--- config.mk ---
export PLATFORM = sky130hd
export DESIGN_NAME = reg_pipe
export DESIGN_NICKNAME = d
export VERILOG_FILES = /design/src/rtl/reg_pipe.sv
export SDC_FILE = /design/constraint.sdc
export NUM_CORES = 1
export LEC_CHECK = 0
export CORE_UTILIZATION = 47
export CTS_CLUSTER_SIZE = 24
export DETAILED_ROUTE_END_ITERATION = 7
export PLACE_DENSITY = 0.89
export SYNTH_ARGS = -nofsm -noshare
export SYNTH_HDL_FRONTEND = slang
export SYNTH_SLANG_ARGS = --single-unit
export TNS_END_PERCENT = 100
--- constraint.sdc ---
create_clock -name Clk -period 2.06 [get_ports Clk]
set_input_delay 0.515 -clock Clk [delete_from_list [all_inputs] [get_ports Clk]]
set_output_delay 0.515 -clock Clk [all_outputs]
set_load 0.05 [all_outputs]
--- src/rtl/reg_pipe.sv ---
// rtl/reg_pipe.sv - elastic DEPTH-stage valid/ready pipeline register; optional flush port under REG_PIPE_FLUSH_EN
module reg_pipe #(
  parameter int                   DATAWIDTH = 8,
  parameter int                   DEPTH     = 2,
  parameter logic [DATAWIDTH-1:0] RESET_VAL = '0,
  parameter int                   CNTW      = $clog2(DEPTH + 1)
) (
  input  logic                 Clk,
  input  logic                 Rst,
  input  logic                 in_valid,
  output logic                 in_ready,
  input  logic [DATAWIDTH-1:0] in_data,
  output logic                 out_valid,
  input  logic                 out_ready,
  output logic [DATAWIDTH-1:0] out_data,
`ifdef REG_PIPE_FLUSH_EN
  input  logic                 flush,
`endif
  output logic [CNTW-1:0]      occupancy
);

  logic [DEPTH-1:0]     v;
  logic [DEPTH-1:0]     v_nxt;
  logic [DEPTH-1:0]     adv;
  logic [DEPTH-1:0]     src_v;
  logic [DEPTH-1:0]     ld;
  logic [DATAWIDTH-1:0] d     [DEPTH];
  logic [DATAWIDTH-1:0] src_d [DEPTH];
  logic [CNTW-1:0]      occ_nxt;
  logic                 kill;

`ifdef REG_PIPE_FLUSH_EN
  assign kill = flush;
`else
  assign kill = 1'b0;
`endif

  // Each stage is fed by the one before it; stage 0 is fed by the upstream port.
  assign src_v[0] = in_valid;
  assign src_d[0] = in_data;

  generate
    for (genvar i = 1; i < DEPTH; i++) begin : g_src
      assign src_v[i] = v[i-1];
      assign src_d[i] = d[i-1];
    end
  endgenerate

  // Advance chain, built from the output side: a stage may move if it is empty or everything below it moves.
  always_comb begin : p_adv
    logic acc;
    adv = '0;
    acc = out_ready;
    for (int i = DEPTH - 1; i >= 0; i--) begin
      acc    = acc | ~v[i];
      adv[i] = acc;
    end
  end

  // Next valid bits, data load enables and the population count that occupancy registers.
  always_comb begin
    v_nxt   = v;
    ld      = '0;
    occ_nxt = '0;
    for (int i = 0; i < DEPTH; i++) begin
      if (adv[i]) begin
        v_nxt[i] = src_v[i];
      end
      ld[i] = adv[i] & src_v[i] & ~kill;
    end
    if (kill) begin
      v_nxt = '0;
    end
    for (int i = 0; i < DEPTH; i++) begin
      occ_nxt = occ_nxt + CNTW'(v_nxt[i]);
    end
  end

  // Stage registers; data only loads when a valid word arrives so bubbles never overwrite held words.
  always_ff @(posedge Clk) begin
    if (!Rst) begin
      v         <= '0;
      occupancy <= '0;
      for (int i = 0; i < DEPTH; i++) begin
        d[i] <= RESET_VAL;
      end
    end else begin
      v         <= v_nxt;
      occupancy <= occ_nxt;
      for (int i = 0; i < DEPTH; i++) begin
        if (ld[i]) begin
          d[i] <= src_d[i];
        end
      end
    end
  end

  assign in_ready  = adv[0];
  assign out_valid = v[DEPTH-1];
  assign out_data  = d[DEPTH-1];

endmodule

==> flow_metrics.py <==
metrics = {
    "run_status": {
        "outcome": "complete, no violations",
    },
    "setup_path": {
        "crit_type": "input pin to output pin",
        "cp.arrival_ps": 1490,
        "slowest_stage": "clkdlybuf4s50_1",
        "r2r_cells": 4,
        "startpoint": "out_ready",
        "path_cells": "clkdlybuf4s50_1 -> and3b_4 -> inv_1 -> buf_4",
        "r2r_start": "v[0]",
        "r2r_end": "d[0][1]",
        "crit_required_ps": 1540,
        "reg2reg_setup_slack_ps": 730,
        "slowest_delay_ps": 430,
        "endpoint_kind": "output pin",
        "critPathMaxFanout": 4,
        "setup.worst_path.start_class": "input pin",
    },
    "clock_network": {
        "cts_resized": 0,
        "numCtsBuffers": 3,
        "cts_sinks": 20,
        "clk_path_buf_depth": 2,
        "path_clk_slew_ps": 100,
        "htreeDepth": 1,
        "cts_setup_buffers": 0,
        "cts_tree": "done",
        "cts_root_buf": "clkbuf_4",
        "clk-insertion-delay-late_ps": 300,
        "hold_buffers": 0,
    },
    "floorplan": {
        "fp.dieArea_um2": 2180,
        "rows": 15,
        "coreArea_um2": 1800,
        "die_x_um": 46.7,
        "die_y_um": 46.7,
        "ioPinCount": 24,
        "start_util": 0.520,
    },
    "logic_synthesis": {
        "syn_nets": 93,
        "avgSynthCellArea_um2": 11.7,
        "synthArstFlopShare": 0,
        "synth_ff_type": "edfxtp_1",
        "synth-edff-count": 16,
        "ys.warnings.count": 0,
        "seq_area_frac_synth": 0.598,
        "synth_cells": 80,
        "synth_area_um2": 937,
        "ys_types": 20,
        "ys_ff_latch": 20,
    },
    "grt": {
        "grt_max_degree": 17,
        "top_usage_layer": "met2",
        "antenna_found_initial": 0,
        "grt_usage": 0.135,
        "met1_usage": 0.157,
        "grt_pass1_wl_um": 1970,
        "overflow": 0,
        "grt_use_met2": 0.225,
        "grt_pass1_vias": 480,
        "use_met3": 0.0235,
    },
    "power": {
        "powerDensity_nw_per_um2": 796,
        "vdd_drop_max_mv": 0.550,
        "leakagePower_nw": 0.472,
        "power_uw": 953,
    },
    "timing": {
        "slew_headroom": 0.665,
        "whs_ps": 584,
        "finalSetupViolations": 0,
        "max_freq_mhz": 500,
        "setup_tns_ps": 0,
        "rsz0062_at_grt": "false",
        "hold_viol": 0,
        "skew_ps": 8.37,
        "finalCritPeriodShare": 0.972,
        "worst_pin_slew_ps": 501,
        "min_period_ps": 2000,
        "slew_violations": 0,
    },
    "cells_and_area": {
        "final_cells": 125,
        "mostFrequentLayoutCells": "clkdlybuf4s50_1, nand2_1, edfxtp_1",
        "layout_commonest_cell": "clkdlybuf4s50_1",
        "antenna-diode-count": 0,
        "drive_gt1_frac": 0.220,
        "area_delta_synth_final_pct": 27.6,
        "final_nets": 114,
    },
    "place": {
        "placed_cells": 121,
        "routabilityCongestion": 0.692,
        "io_buffers": 23,
    },
    "job": {
        "drv_cap": 0,
    },
    "min_path": {
        "hold_start": "v[0]",
        "hold_depth": 1,
        "min_to": "v[1]",
        "min_path_type": "register to register",
    },
    "routing": {
        "drt_iter0_drc": 6,
        "drtPass1Iterations": 4,
        "via_per_inst": 4.59,
        "ant_nets": 0,
        "drc": 0,
        "wl_per_cell_um": 9.57,
        "totalWireLength_um": 1200,
        "dr_total_vias": 574,
    },
}
==> worst max path at each step <==
stage	end	slack [ps]	cells past startpoint
floorplan	in_ready	280	3
global placement	in_ready	80	4
detailed placement	d[0][3]	50	5
CTS	in_ready	60	4
global route	in_ready	30	4
finish	in_ready	60	4
==> per-layer routing <==
layer	vias to the layer above	part of all wire	routed length, um
met1	249	0.39	466
met2	19	0.54	651
met5	-	0	0
li1	302	-	-
met3	4	0.044	53
met4	0	0.020	24
==> kinds of logic (layout without fill, tap and decap cells) <==
kind of cell / after synthesis / after routing / share of synthesized area
flip-flops: 20 / 20 / 0.598
AO/OA/AOI/OAI: 4 / 4 / 0.0267
adder cells (fa/ha/maj): 1 / 1 / 0.0133
AND/OR/NAND/NOR: 39 / 39 / 0.246
buffers and inverters: 16 / 36 / 0.116
==> worst max-delay path, delay by kind of cell <==
| family | cells | cell delay, ps |
|---|---|---|
| buffers and inverters | 3 | 650 |
| and+or+nand+nor | 1 | 320 |
==> synth_stat cells, types with 2 or more instances <==
cell / count / share of area
and2_1: 2 / 0.013
buf_4: 9 / 0.072
buf_6: 2 / 0.024
dfxtp_1: 4 / 0.085
edfxtp_1: 16 / 0.51
inv_1: 3 / 0.012
nand2_1: 16 / 0.064
nor3_1: 8 / 0.043
nor3_2: 8 / 0.085
o21a_1: 2 / 0.016
==> flip-flops by register name, summed over array words and instances, names as in the netlist <==
name,flops
d,16
occupancy,2
v,2
==> report_power, final <==
group	switching, mW	internal, mW
Clock	0.115	0.197
Combinational	0.0995	0.0659
Sequential	0.00812	0.468
Total	0.222	0.730
==> through the flow <==
step | cell area, um2 | setup WS [ps] | utilization
after floorplan | 937 | 279 | -
after global placement | 1140 | 82.6 | 0.635
after detailed placement | 1140 | 49.9 | 0.635
after CTS | 1200 | 58.2 | 0.664
after global routing | 1200 | 26.7 | 0.664
final | 1200 | 58.6 | 0.664
==> cell type report <==
type	count	area [um2]
repair buffers	29	273
multi-input cells	44	268
well taps	25	31.3
fillers	148	606
inverters	3	11.3
clock inverters	1	30.0
clock buffers	3	22.5
flip-flops and latches	20	561
Power figures use the tool's default switching activity.
